==> src/rtl/fb_row_writer_pkg.sv <==
// Shared type for the fb_row_writer row-copy state machine.
// Widths are left to module parameters; only the state encoding lives here.
package fb_row_writer_pkg;

    typedef enum logic [1:0] {
        ST_IDLE  = 2'd0,
        ST_COPY  = 2'd1,
        ST_FLUSH = 2'd2
    } copy_state_e;

endpackage

==> src/rtl/fb_row_writer_line_ram.sv <==
// Double-buffered line buffer: simple dual-port RAM with a registered read port.
// Storage is not reset; only the read register is cleared so mem_data starts at zero.
module fb_line_ram #(
    parameter int LOG_N_COLS = 6,
    parameter int DW         = 24
) (
    input  logic                  clk,
    input  logic                  rst_n,
    input  logic                  i_we,
    input  logic [LOG_N_COLS:0]   i_waddr,
    input  logic [DW-1:0]         i_wdata,
    input  logic                  i_re,
    input  logic [LOG_N_COLS:0]   i_raddr,
    output logic [DW-1:0]         o_rdata
);

    localparam int DEPTH = 2 ** (LOG_N_COLS + 1);

    logic [DW-1:0] r_mem [DEPTH];
    logic [DW-1:0] r_rdata;

    always_ff @(posedge clk) begin
        if (i_we) begin
            r_mem[i_waddr] <= i_wdata;
        end
    end

    always_ff @(posedge clk or negedge rst_n) begin
        if (!rst_n) begin
            r_rdata <= '0;
        end else if (i_re) begin
            r_rdata <= r_mem[i_raddr];
        end
    end

    assign o_rdata = r_rdata;

endmodule

==> src/rtl/fb_row_writer.sv <==
// Row receiver: pixel writes into a double-buffered line, row copies into the back
// frame of a double-buffered frame memory, and front/back flips aligned to scan-out.
module fb_row_writer
    import fb_row_writer_pkg::*;
#(
    parameter int N_ROWS     = 64,
    parameter int N_COLS     = 64,
    parameter int LOG_N_ROWS = $clog2(N_ROWS),
    parameter int LOG_N_COLS = $clog2(N_COLS),
    parameter int AW         = 1 + LOG_N_ROWS + LOG_N_COLS
) (
    input  logic                  clk,
    input  logic                  rst_n,
    input  logic [LOG_N_ROWS-1:0] fbw_row_addr,
    input  logic                  fbw_row_store,
    output logic                  fbw_row_rdy,
    input  logic                  fbw_row_swap,
    input  logic [23:0]           fbw_data,
    input  logic [LOG_N_COLS-1:0] fbw_col_addr,
    input  logic                  fbw_wren,
    input  logic                  frame_swap,
    output logic                  frame_rdy,
    output logic [AW-1:0]         mem_addr,
    output logic [23:0]           mem_data,
    output logic                  mem_we,
    output logic                  disp_frame,
    input  logic                  disp_frame_done
);

    localparam logic [LOG_N_COLS:0] COL_END = (LOG_N_COLS + 1)'(N_COLS);

    copy_state_e           r_state;
    logic                  r_wsel;
    logic                  r_rsel;
    logic [LOG_N_ROWS-1:0] r_row;
    logic [LOG_N_COLS:0]   r_rcol;
    logic                  r_mem_we;
    logic [AW-1:0]         r_mem_addr;
    logic                  r_pending;
    logic                  r_disp_frame;

    logic                  w_idle;
    logic                  w_copy;
    logic                  w_wsel_next;
    logic                  w_store_acc;
    logic [LOG_N_COLS:0]   w_rcol_next;
    logic [23:0]           w_ram_q;

    assign w_idle      = (r_state == ST_IDLE);
    assign w_copy      = (r_state == ST_COPY);
    assign w_wsel_next = r_wsel ^ (fbw_row_swap & w_idle);
    assign fbw_row_rdy = w_idle & ~r_pending;
    assign w_store_acc = fbw_row_store & fbw_row_rdy;
    assign w_rcol_next = r_rcol + 1'b1;

    // The RAM read register doubles as the mem_data register, so the address and
    // strobe are registered on the same edge that issues the read.
    fb_line_ram #(
        .LOG_N_COLS (LOG_N_COLS),
        .DW         (24)
    ) u_line_ram (
        .clk     (clk),
        .rst_n   (rst_n),
        .i_we    (fbw_wren),
        .i_waddr ({r_wsel, fbw_col_addr}),
        .i_wdata (fbw_data),
        .i_re    (w_copy),
        .i_raddr ({r_rsel, r_rcol[LOG_N_COLS-1:0]}),
        .o_rdata (w_ram_q)
    );

    always_ff @(posedge clk or negedge rst_n) begin
        if (!rst_n) begin
            r_state    <= ST_IDLE;
            r_wsel     <= 1'b0;
            r_rsel     <= 1'b0;
            r_row      <= '0;
            r_rcol     <= '0;
            r_mem_we   <= 1'b0;
            r_mem_addr <= '0;
        end else begin
            r_wsel   <= w_wsel_next;
            r_mem_we <= w_copy;
            if (w_copy) begin
                r_mem_addr <= {~r_disp_frame, r_row, r_rcol[LOG_N_COLS-1:0]};
            end
            case (r_state)
                ST_IDLE: begin
                    // A same-cycle swap is applied first, so the line just filled is copied.
                    if (w_store_acc) begin
                        r_row   <= fbw_row_addr;
                        r_rsel  <= ~w_wsel_next;
                        r_rcol  <= '0;
                        r_state <= ST_COPY;
                    end
                end
                ST_COPY: begin
                    r_rcol <= w_rcol_next;
                    if (w_rcol_next == COL_END) begin
                        r_state <= ST_FLUSH;
                    end
                end
                ST_FLUSH: begin
                    r_state <= ST_IDLE;
                end
                default: begin
                    r_state <= ST_IDLE;
                end
            endcase
        end
    end

    always_ff @(posedge clk or negedge rst_n) begin
        if (!rst_n) begin
            r_pending    <= 1'b0;
            r_disp_frame <= 1'b0;
        end else if (frame_swap && !r_pending) begin
            r_pending <= 1'b1;
        end else if (r_pending && w_idle && disp_frame_done) begin
            r_pending    <= 1'b0;
            r_disp_frame <= ~r_disp_frame;
        end
    end

    assign frame_rdy  = ~r_pending;
    assign disp_frame = r_disp_frame;
    assign mem_we     = r_mem_we;
    assign mem_addr   = r_mem_addr;
    assign mem_data   = w_ram_q;

endmodule

==> config.mk <==
export PLATFORM = sky130hd
export DESIGN_NAME = fb_row_writer
export DESIGN_NICKNAME = d
export VERILOG_FILES = /design/src/rtl/fb_row_writer_pkg.sv /design/src/rtl/fb_row_writer_line_ram.sv /design/src/rtl/fb_row_writer.sv
export SDC_FILE = /design/constraint.sdc
export NUM_CORES = 2
export LEC_CHECK = 0
export ABC_AREA = 0
export BUFFER_PORTS_ARGS = -buffer_cell sky130_fd_sc_hd__buf_2
export CAP_MARGIN = 40
export CORE_MARGIN = 5
export CORE_UTILIZATION = 57
export CTS_CLUSTER_DIAMETER = 50
export DETAILED_ROUTE_END_ITERATION = 10
export PLACE_DENSITY_LB_ADDON = 0.05
export SLEW_MARGIN = 10
export SYNTH_ARGS = -nofsm -noshare
export SYNTH_HDL_FRONTEND = slang
export SYNTH_SLANG_ARGS = --single-unit
==> constraint.sdc <==
create_clock -name clk -period 3.5 [get_ports clk]
set_clock_uncertainty 0.05 [all_clocks]
set_input_delay 0 -clock clk [delete_from_list [all_inputs] [get_ports clk]]
set_output_delay 0 -clock clk [all_outputs]
set_load 0.01 [all_outputs]
; Yosys cells after proc, flatten, opt, wreduce, memory -nomap -nowiden
; Memory sizes are Yosys's and may differ from the RTL's. A register that Yosys moved wholly into a read port is not among the register bits.
; Index checks and enable logic that the tools add are counted.
[classes]
reduce_logical = 12
n_shift = 0
magnitude_cmp = 0
n_eq_ne = 4
n_mul = 0
div = 0
n_bitwise = 8
addsub = 1
n_mux = 9
[op_table]
columns = operator, n
row1 = 7-bit one-hot mux with 2 select lines, 1
row2 = 2-bit AND reduction, 4
row3 = "7-bit by 1-bit adder with 7-bit output, second input constant", 1
row4 = "7-bit == test, second input constant", 1
row5 = 7-bit two-way mux, 1
row6 = 1-bit two-way mux, 4
row7 = 2-bit two-way mux, 2
row8 = "2-bit by 1-bit != test with 1-bit output, second input constant", 2
row9 = 1-bit NOT, 4
row10 = 2-bit one-hot mux with 2 select lines, 1
row11 = 2-bit nonzero test, 2
row12 = 1-bit bitwise AND, 3
row13 = 1-bit logical AND, 3
row14 = "2-bit by 1-bit == test with 1-bit output, second input constant", 1
row15 = 1-bit zero test, 2
row16 = 2-bit zero test, 1
row17 = 1-bit bitwise XOR, 1
[totals]
latch_bits = 0
in_bits = 43
mem_bits_rw = 3072
output_inout_bits = 41
mem_bits_ro = 0
elab_cells = 44
regBits = 33
n_memories = 1
[memory_table]
columns = name, words, width, read_ports, rd_clocked_by_memory_dff, write_ports, line
row1 = u_line_ram.r_mem, 128, 24, 1, 1, 1, fb_row_writer_line_ram.sv:19  ; logic [DW-1:0] r_mem [DEPTH];

; Longest topological paths before layout
[logic_depth]
ltp_word = 5
depth_mapped = 12
depth_no_buf = 7

; Modules after synthesis
; From an unflattened synthesis, not the netlist that was laid out.
[hier_totals]
cells_unflattened = 6082
area_unflattened_um2 = 121139.9
[modules_own_cells]
columns = mod, instances, cells_each, seq_area_each_um2, area_per_inst_um2
row1 = fb_line_ram, 1, 5945, 92849.0, 119738.6
row2 = fb_row_writer, 1, 137, 825.8, 1401.3

; Least setup slack after synthesis
; OpenSTA, ideal clock, no wires.
[synth_path]
path_kind = reg-to-reg
start = reg r_wsel
end = mem u_line_ram.r_mem[76][0] (enable)
slack_ns = 0.241
required_ns = 3.015
arrival_time_ns = 2.774
stages_incl_launch_ff = 5
n_path_buf = 1
setup_time_ns = 0.435
period_less_slack_ns = 3.259
cell_sequence = dfrtp_1 -> clkbuf_1 -> nor2b_1 -> nand3_1 -> nor3_1
[synth_lines]
columns = element, line
row1 = start: declaration, fb_row_writer.sv:33  ; logic r_wsel;
row2 = start signal: assignment, fb_row_writer.sv:82  ; r_wsel <= w_wsel_next;
row3 = end: declaration, fb_row_writer_line_ram.sv:19
; No word-level cell before the write port.

==> run_results.csv <==
group,metric,value,unit
timing,fin_setup_tns,0,ps
floorplan,die_x,470,µm
placed_design,place_ws,-94.8,ps
global_route,antenna_found_initial,25,
clocking,cts_buffer_depth,4,
clocking,cts_tree,"done",
floorplan,fp.coreArea,211000,µm²
floorplan,ioPinCount,84,
drt,viasPerCell,6.48,
final_layout,fillers,14000,
logic_synthesis,synth_edf_count,3072,
logic_synthesis,netlist_instances,5773,
drt,drc,0,
status,status,"finished clean",
logic_synthesis,synth_top_family_by_area,"multiplexers",
logic_synthesis,synth-simple-area-share,0.0213,
power_and_ir_drop,p_per_area,548,nW/µm²
placed_design,io_buffers,83,
worst_hold_path,hold_class,"input port to flip-flop",
floorplan,die_y,470,µm
final_layout,stdcell_area,139000,µm²
logic_synthesis,synth.avg_cell_area,20.9,µm²
timing,max_freq,289,MHz
placed_design,gp_congestion,0.808,
drt,vias,61200,
drt,drtIter0Drc,7188,
clocking,clkTransAtPathRegs,60,ps
logic_synthesis,synth_xor_area_frac,0.000145,
run,cap_violations,0,
floorplan,initial_utilization,0.571,
final_layout,drive_gt1_frac,0.256,
clocking,root_buffer,"clkbuf_16",
timing,final.period_utilization,0.987,
worst_hold_path,hp-start,"fbw_data[22]",
logic_synthesis,ys.flop_type,"edfxtp_1",
logic_synthesis,ys_ff_latch,3129,
critical_path,crit_path_end_kind,"flip-flop",
placed_design,dp.cells,8782,
clocking,numCtsBuffers,338,
timing,fin_ws,43.9,ps
final_layout,seqCellArea,93700,µm²
timing,whs,52.1,ps
floorplan,rows,169,
clocking,cts.sinks,3129,
logic_synthesis,syn_area,121000,µm²
drt,drt-pass1-iter-count,6,
critical_path,startpoint_type,"flip-flop",
final_layout,final_util,0.656,
global_route,grt.overflow.total,0,
timing,tightest_slew,947,ps
logic_synthesis,ys_seq_area_frac,0.776,
drt,avgRoutedWirePerCell,34.3,µm
timing,rsz0062_at_grt,"no",
logic_synthesis,async_flop_share,0.0182,
critical_path,r2r_start,"r_rcol[0]",
timing,period_needed,3460,ps
final_layout,fin_cells,9445,
global_route,groute.usage.overall,0.292,
critical_path,worst_ep_arrival_time,4210,ps
critical_path,worstPathRequired,4260,ps
logic_synthesis,synth.distinct_cells,45,
placed_design,dp_hpwl,189,mm
critical_path,path_class,"flip-flop to flip-flop",
logic_synthesis,ys_warn_count,0,
drt,antenna_left,0,
logic_synthesis,synth-adder-area-share,0.000104,
timing,hold_viol_final,0,
critical_path,cp_max_fo,45,
final_layout,nets,6416,
clocking,clk_latency,940,ps
placed_design,dpl_cell_area,128000,µm²
power_and_ir_drop,p_leak,42.2,nW
global_route,grt_max_degree,129,
timing,setup_violations,0,
floorplan,die_area,221000,µm²
global_route,grt_pass1_vias,61200,
final_layout,multiInputGateArea,25600,µm²
final_layout,synthToLayoutAreaGrowth,15.0,%
clocking,h-tree-depth,5,
critical_path,setup.worst_path.start,"r_rcol[0]",
power_and_ir_drop,vdd_ir_drop_max,0.556,mV
logic_synthesis,synth-compound-area-share,0.0282,
timing,slew_headroom,0.362,
global_route,grt_first_pass_wirelength,459,mm
logic_synthesis,synth_nets,5817,
drt,routed_wl,324,mm
logic_synthesis,synth_mux_area_frac,0.158,
timing,finalMaxSlewViolations,0,
power_and_ir_drop,total_power,76.1,mW
==> cell usage after synthesis (57+ instances only) <==
| cell type | instances | share of area |
|---|---|---|
| edfxtp_1 | 3072 | 0.76 |
| mux2i_1 | 622 | 0.052 |
| mux4_2 | 555 | 0.10 |
| nor2_1 | 208 | 0.0065 |
| a22oi_1 | 189 | 0.012 |
| nand2_1 | 159 | 0.0049 |
| nand3_1 | 149 | 0.0062 |
| clkbuf_1 | 132 | 0.0041 |
| a21oi_1 | 88 | 0.0036 |
| o21ai_0 | 67 | 0.0028 |
| buf_4 | 63 | 0.0039 |
| buf_2 | 62 | 0.0026 |
| dfrtp_1 | 57 | 0.012 |
==> power by group <==
part	switching [mW]	total, mW	internal, mW
clock	14.0	33.7	19.7
sequential	0.0315	41.3	41.3
combinational	0.889	1.09	0.198
total	14.9	76.1	61.2
==> metal layers <==
layer | up-vias | wire length (µm) | GRT usage
met5 | - | 13 | 0
met1 | 32600 | 127000 | 0.413
met2 | 2935 | 157000 | 0.470
li1 | 25100 | - | -
met3 | 545 | 26800 | 0.0509
met4 | 2 | 12200 | 0.100
==> timing repair <==
| action | 4_1_cts | 5_1_grt |
|---|---|---|
| endpoints found under the setup margin | 1 | 2 |
| buffers inserted | 0 | 0 |
| hold endpoints to repair | 3529 | 0 |
| hold buffers | 69 | 0 |
| gates resized for setup | 1 | 3 |
==> worst max-delay path: stages, from the launching register on <==
cell      delay, ps
dfrtp_4         490
buf_12          210
buf_12          200
buf_12          280
mux2i_1         230
a22oi_1         120
nand3_1         250
nand3_1         380
a211oi_1        700
buf_4           260
a211oi_1         60
==> sequential cells by signal, indices dropped and copies added (netlist names), 2 cells and up <==
register,cells
r_state,2
mem_addr,13
r_rcol,7
u_line_ram.o_rdata,24
r_row,6
u_line_ram.r_mem,3072
==> cells in the final DEF, fill, tap and decap left out, types with 79 or more instances in the layout <==
cell type  Yosys  routed
a21oi_1       88      88
a22oi_1      189     189
buf_12         0      79
buf_4         63     373
clkbuf_1     132      83
clkbuf_16      0     348
edfxtp_1    3072    3072
mux2i_1      622     622
mux4_2       555     555
nand2_1      159     159
nand3_1      149     143
nor2_1       208      88
nor2_2         0     104
==> cell families (layout without fill, tap and decap cells) <==
group,count (synthesis),in the layout
XOR/XNOR,2,2
buffers and inverters,336,1180
multiplexers,1201,1201
adder cells (fa/ha/maj),1,1
AND/OR/NAND/NOR,593,593
flip-flops,3129,3129
other,0,7
AO/OA/AOI/OAI,511,511
==> area by class of cell <==
class,instances,share of cell area
Sequential cell,3129,0.675
Multi-Input combinational cell,2308,0.184
Clock buffer,440,0.0659
Timing Repair Buffer,591,0.0403
Tap cell,2821,0.0254
Clock inverter,145,0.00887
Antenna cell,7,0.000126
Inverter,4,0.000108
==> worst paths after layout <==
check                      cells after the start  slack, ps                  endpoint
hold / removal                                 2         50  u_line_ram.r_mem[32][22]
setup / recovery                              10         40     u_line_ram.o_rdata[8]
hold reg to reg                                2        420               mem_addr[0]
max in group asynchronous                      4       2750                 r_rcol[1]
min in group asynchronous                      4        270     u_line_ram.o_rdata[9]
setup reg to reg                              10         40     u_line_ram.o_rdata[8]
No activity file was read; power rests on OpenSTA's default activity.
